### src/rtl/alu_mc.sv
// rtl/alu_mc.sv - multi-cycle ALU with valid/ready handshake; MUL/DIV datapath enabled by ALU_MC_MULDIV_EN
module alu_mc #(
    parameter int WIDTH = 8
) (
    input  logic             clk,
    input  logic             rst_n,
    input  logic [WIDTH-1:0] a,
    input  logic [WIDTH-1:0] b,
    input  logic [3:0]       opcode,
    input  logic             in_valid,
    output logic             in_ready,
    output logic [WIDTH-1:0] x,
    output logic [WIDTH-1:0] y,
    output logic             zero,
    output logic             err,
    output logic             out_valid,
    input  logic             out_ready
);
    typedef enum logic [1:0] {IDLE = 2'd0, BUSY = 2'd1, DONE = 2'd2} state_t;

    state_t           state, state_nxt;
    logic             accept, go_busy, busy_last;
    logic [WIDTH:0]   add_s, sub_s;
    logic [WIDTH-1:0] c_x, c_y;
    logic             c_err;

    assign accept = in_valid && in_ready;
    assign add_s  = {1'b0, a} + {1'b0, b};
    assign sub_s  = {1'b0, a} - {1'b0, b};

    always_comb begin
        c_x   = '0;
        c_y   = '0;
        c_err = 1'b0;
        case (opcode)
            4'd0:  begin c_x = add_s[WIDTH-1:0]; c_y = WIDTH'(add_s[WIDTH]); end
            4'd1:  begin c_x = sub_s[WIDTH-1:0]; c_y = WIDTH'(sub_s[WIDTH]); end
            4'd2:  c_x = a & b;
            4'd3:  c_x = a | b;
            4'd4:  c_x = a ^ b;
            4'd5:  c_x = ~a;
            4'd6:  begin c_x = {a[WIDTH-2:0], 1'b0}; c_y = WIDTH'(a[WIDTH-1]); end
            4'd7:  begin c_x = {1'b0, a[WIDTH-1:1]}; c_y = WIDTH'(a[0]); end
            4'd8:  c_x = {a[WIDTH-2:0], a[WIDTH-1]};
            4'd9:  c_x = {a[0], a[WIDTH-1:1]};
            4'd10: begin c_x = a + WIDTH'(1); c_y = WIDTH'(&a); end
            4'd11: begin c_x = a - WIDTH'(1); c_y = WIDTH'(~|a); end
            4'd12: begin c_x = WIDTH'(a < b); c_y = WIDTH'(a == b); end
            4'd13: c_x = a;
            // MUL/DIV: the single-cycle result is the "not built" answer
            default: c_err = 1'b1;
        endcase
    end

`ifdef ALU_MC_MULDIV_EN
    localparam int CW = $clog2(WIDTH);

    logic [WIDTH-1:0] hi, lo, opnd, hi_nxt, lo_nxt, rem_sub;
    logic [WIDTH:0]   mul_s, rem_sh;
    logic [CW-1:0]    cnt;
    logic             is_div, div0, ge;

    assign go_busy   = opcode[3:1] == 3'b111;
    assign busy_last = cnt == CW'(WIDTH - 1);

    // hi:lo is product (MUL) or remainder:quotient (DIV); opnd is multiplicand/divisor
    assign mul_s   = {1'b0, hi} + (lo[0] ? {1'b0, opnd} : '0);
    assign rem_sh  = {hi, lo[WIDTH-1]};
    assign ge      = rem_sh >= {1'b0, opnd};
    assign rem_sub = rem_sh[WIDTH-1:0] - opnd;

    always_comb begin
        if (is_div) begin
            hi_nxt = ge ? rem_sub : rem_sh[WIDTH-1:0];
            lo_nxt = {lo[WIDTH-2:0], ge};
        end else begin
            hi_nxt = mul_s[WIDTH:1];
            lo_nxt = {mul_s[0], lo[WIDTH-1:1]};
        end
    end

    always_ff @(posedge clk or negedge rst_n) begin
        if (!rst_n) begin
            hi     <= '0;
            lo     <= '0;
            opnd   <= '0;
            cnt    <= '0;
            is_div <= 1'b0;
            div0   <= 1'b0;
        end else if (accept && go_busy) begin
            hi     <= '0;
            lo     <= opcode[0] ? a : b;
            opnd   <= opcode[0] ? b : a;
            cnt    <= '0;
            is_div <= opcode[0];
            div0   <= b == '0;
        end else if (state == BUSY) begin
            hi  <= hi_nxt;
            lo  <= lo_nxt;
            cnt <= cnt + CW'(1);
        end
    end
`else
    assign go_busy   = 1'b0;
    assign busy_last = 1'b1;
`endif

    always_ff @(posedge clk or negedge rst_n) begin
        if (!rst_n) state <= IDLE;
        else        state <= state_nxt;
    end

    always_comb begin
        state_nxt = state;
        case (state)
            IDLE:    if (accept) state_nxt = go_busy ? BUSY : DONE;
            BUSY:    if (busy_last) state_nxt = DONE;
            DONE:    if (out_ready) state_nxt = IDLE;
            default: state_nxt = IDLE;
        endcase
    end

    always_comb begin
        in_ready  = (state == IDLE) && rst_n;
        out_valid = state == DONE;
    end

    always_ff @(posedge clk or negedge rst_n) begin
        if (!rst_n) begin
            x    <= '0;
            y    <= '0;
            zero <= 1'b0;
            err  <= 1'b0;
        end else if (accept && !go_busy) begin
            x    <= c_x;
            y    <= c_y;
            zero <= c_x == '0;
            err  <= c_err;
        end
`ifdef ALU_MC_MULDIV_EN
        else if (state == BUSY && busy_last) begin
            x    <= lo_nxt;
            y    <= hi_nxt;
            zero <= lo_nxt == '0;
            err  <= is_div && div0;
        end
`endif
    end
endmodule
### config.mk
export PLATFORM = sky130hd
export DESIGN_NAME = alu_mc
export DESIGN_NICKNAME = d
export VERILOG_FILES = /design/src/rtl/alu_mc.sv
export SDC_FILE = /design/constraint.sdc
export NUM_CORES = 1
export LEC_CHECK = 0
export CORE_MARGIN = 4
export CORE_UTILIZATION = 38
export CTS_CLUSTER_DIAMETER = 200
export DETAILED_ROUTE_END_ITERATION = 6
export SLEW_MARGIN = 20
export SYNTH_ARGS = -nofsm -noshare
export SYNTH_HDL_FRONTEND = slang
export SYNTH_SLANG_ARGS = --single-unit
### constraint.sdc
create_clock -name clk -period 3.1 [get_ports clk]
set_input_delay 0.465 -clock clk [delete_from_list [all_inputs] [get_ports clk]]
set_output_delay 0.465 -clock clk [all_outputs]
set_load 0.02 [all_outputs]
==> out/metrics.yaml <==
pwr:
  p_comb_share_pct: 61.8
  p_per_area_mw_per_mm2: 283
  netSwitchingPower_uw: 361
  switching_share_pct: 40.8
  clkPwrFrac_pct: 15.2
  peakVddDrop_mv: 0.125
  p_total_uw: 886
  cellLeakagePower_nw: 1.32
  p_int_uw: 525
  seq_power_share_pct: 23.1
setup_path:
  cp_max_fo: 3
  rr_startpoint: "state[1]"
  crit_path_end: "zero"
  cp_num_buf_inv: 4
  critPathRequiredTime_ns: 3.27
  critPathArrivalTime_ns: 3.09
  crit_path_frequent_cell: "buf_4"
  worst-path-stages: 12
  path_delay_family: "compound AO/OA/AOI/OAI gates"
  critical_path_class: "input port to flop"
  path_cells: "clkdlybuf4s50_1 -> inv_1 -> ha_1 -> buf_4 -> nor2b_1 -> o21ai_1 -> a21oi_1 -> a2111oi_1 -> buf_4 -> nand4_1 -> nor4_1 -> a32o_2"
  rrSetupSlack_ns: 1.19
  cp-end-kind: "flop"
  r2r_cells: 7
  crit_path_start_kind: "input port"
  r2r-end: "zero"
  startpoint: "a[1]"
  crit_slowest_cell: "a2111oi_1"
  cpPeakStageDelay_ns: 0.50
final_layout:
  fin_nets: 433
  layout_common_cells: "36 x clkdlybuf4s50_1, 36 x buf_4, 25 x ha_1, 21 x inv_1, 20 x nor2_1"
  num_antenna_cells: 0
  drive_gt1_share_pct: 14.7
  register_area_um2: 300
  syn2layout_area_growth_pct: 18.7
  final_util_pct: 46.3
  layout.cells.non_filler: 460
  fillers: 675
  multi_input_area_mm2: 0.00196
cts:
  ctsHoldBuffers: 0
  post_cts_buffers: 0
  clock-root-buffer: "clkbuf_8"
  cts_inserted_buffers: 3
  cts.sinks: 12
  cts_tree: "yes"
  clk_pin_slew_ns: 0.05
  htree_levels: 1
  cts_buffer_depth: 2
  clk_latency_ns: 0.23
detailed_routing:
  first_pass_iters: 5
  routed_wl_mm: 8.13
  vias_per_cell: 6.11
  drc_errors: 0
  route.vias.total: 2811
  wl_per_cell_um: 17.7
  drt_iter0_markers: 380
  ant_nets: 0
die:
  dieWidth_um: 91.3
  die-area_mm2: 0.00833
  die-height_um: 91.3
  core-area_mm2: 0.00676
  io-pin-count: 44
  start_util_pct: 39.0
  row_count: 30
sta:
  finalHoldViolations: 0
  max_freq_ghz: 0.342
  tightest_slew_ns: 0.864
  clock_skew_ns: 0.00330
  relSlewSlack_pct: 41.9
  rsz0062_at_grt: "false"
  drv_slew: 0
  period_minus_slack_ns: 2.92
  period_share_pct: 94.2
  fin_tns_setup_ns: 0
  finalSetupViolations: 0
placement:
  gp_congestion: 0.959
  hpwl_mm: 6.32
  place_inst: 457
  port_buffers: 36
global_route:
  grt_usage_pct: 19.3
  grt_pass1_wl_mm: 13.4
  grt_pass1_vias: 2724
  antenna_found_initial: 0
  grt_max_degree: 32
  overflow: 0
run_status:
  outcome: "finished, final reports clean"
yosys:
  synthFlopType: "dfrtp_1"
  synth_area_mm2: 0.00264
  synthTopCellsByArea: "ha_1 12%, dfrtp_1 11%, xnor2_1 4.3%, buf_6 3.0%, inv_1 3.0%"
  synthDistinctLibCells: 77
  synth.largest_area_cell: "ha_1"
  synth_edf_count: 0
  syn_inst: 336
  syn_area_per_cell_um2: 7.85
  seq_area_frac_synth_pct: 11.4
  ys_warn_count: 0
  synthArstFlopShare_pct: 100
  ys_ff_latch: 12
  synth.top_cell.area_share_pct: 11.9
run:
  drv_cap: 0
worst_hold_path:
  hold_path.class: "flop to flop"
==> power by group through the flow <==
stage | combinational (mW) | clock [mW] | sequential (mW)
final | 0.548 | 0.134 | 0.204
after global routing | 0.592 | 0.146 | 0.210
after CTS | 0.543 | 0.137 | 0.205
after detailed placement | 0.541 | 0 | 0.208
after global placement | 0.538 | 0 | 0.207
after floorplan | 0.304 | 0 | 0.246
==> cell usage after synthesis, drive strengths merged (5+ instances only) <==
| cell | count |
|---|---|
| nand4 | 8 |
| nor3 | 5 |
| nand2 | 18 |
| a31oi | 8 |
| nand3 | 15 |
| a21oi | 15 |
| a21o | 5 |
| buf | 27 |
| nor2 | 20 |
| o21ai | 16 |
| inv | 24 |
| o21bai | 5 |
| o22ai | 7 |
| a22o | 6 |
| clkbuf | 9 |
| xnor2 | 13 |
| nor2b | 13 |
| ha | 25 |
| nor4 | 6 |
| dfrtp | 12 |
==> metal layers <==
layer / share of wire [%] / up-vias / global-route usage, %
li1: - / 1320 / -
met1: 43 / 1319 / 25.6
met2: 47 / 153 / 32.4
met3: 7.5 / 19 / 2.32
met4: 2.2 / 0 / 6.03
met5: 0 / - / 0
==> sequential cells by signal (all words and copies together), names as in the netlist <==
signal	flops
state	1
x	8
err	1
zero	1
y	1
==> worst min path at each step <==
stage | startpoint | to | slack (ns) | cells past startpoint
6_report | x[7] | x[7] | 0.48 | 2
3_3_place_gp | x[1] | x[1] | 0.47 | 2
3_5_place_dp | x[7] | x[7] | 0.48 | 2
5_1_grt | x[1] | x[1] | 0.52 | 2
2_1_floorplan | rst_n | err | 0.17 | 0
4_1_cts | x[7] | x[7] | 0.49 | 2
==> worst min-delay path: stages (launching register included) <==
cell,delay [ns]
dfrtp_1,0.34
nand2_1,0.05
o21ai_0,0.06
==> cells by family (layout without fill, tap and decap cells) <==
| logic type | Yosys count | after routing | share of synthesized area [%] |
|---|---|---|---|
| buffers and inverters | 61 | 99 | 15.0 |
| and+or+nand+nor | 116 | 116 | 25.2 |
| AOI/OAI and AO/OA | 100 | 100 | 28.1 |
| other | 1 | 7 | 0.142 |
| muxes | 5 | 5 | 2.14 |
| adders and majority gates | 27 | 27 | 13.4 |
| xor gates and xnor gates | 14 | 14 | 4.65 |
| DFF | 12 | 12 | 11.4 |
==> metrics by stage <==
step                      hold slack [ns]  area [um2]  worst slack, ns
after CTS                           0.491        3130            0.202
final                               0.482        3130            0.180
after global placement              0.472        3090          -0.0469
after global routing                0.516        3130          0.00899
after detailed placement            0.479        3090          -0.0349
after floorplan                     0.169        2660            0.417
==> repair_timing <==
action,in CTS,in global routing
endpoints found under the hold margin,0,0
gates resized for setup,0,1
endpoints found under the setup margin,0,1
==> layout make-up <==
class | instances | area share, %
multi-input combinational | 269 | 62.8
timing repair buffer | 72 | 20.2
sequential | 12 | 9.60
tap | 80 | 3.20
inverter | 24 | 2.96
clock buffer | 3 | 1.32
Power figures use the tool's default switching activity.
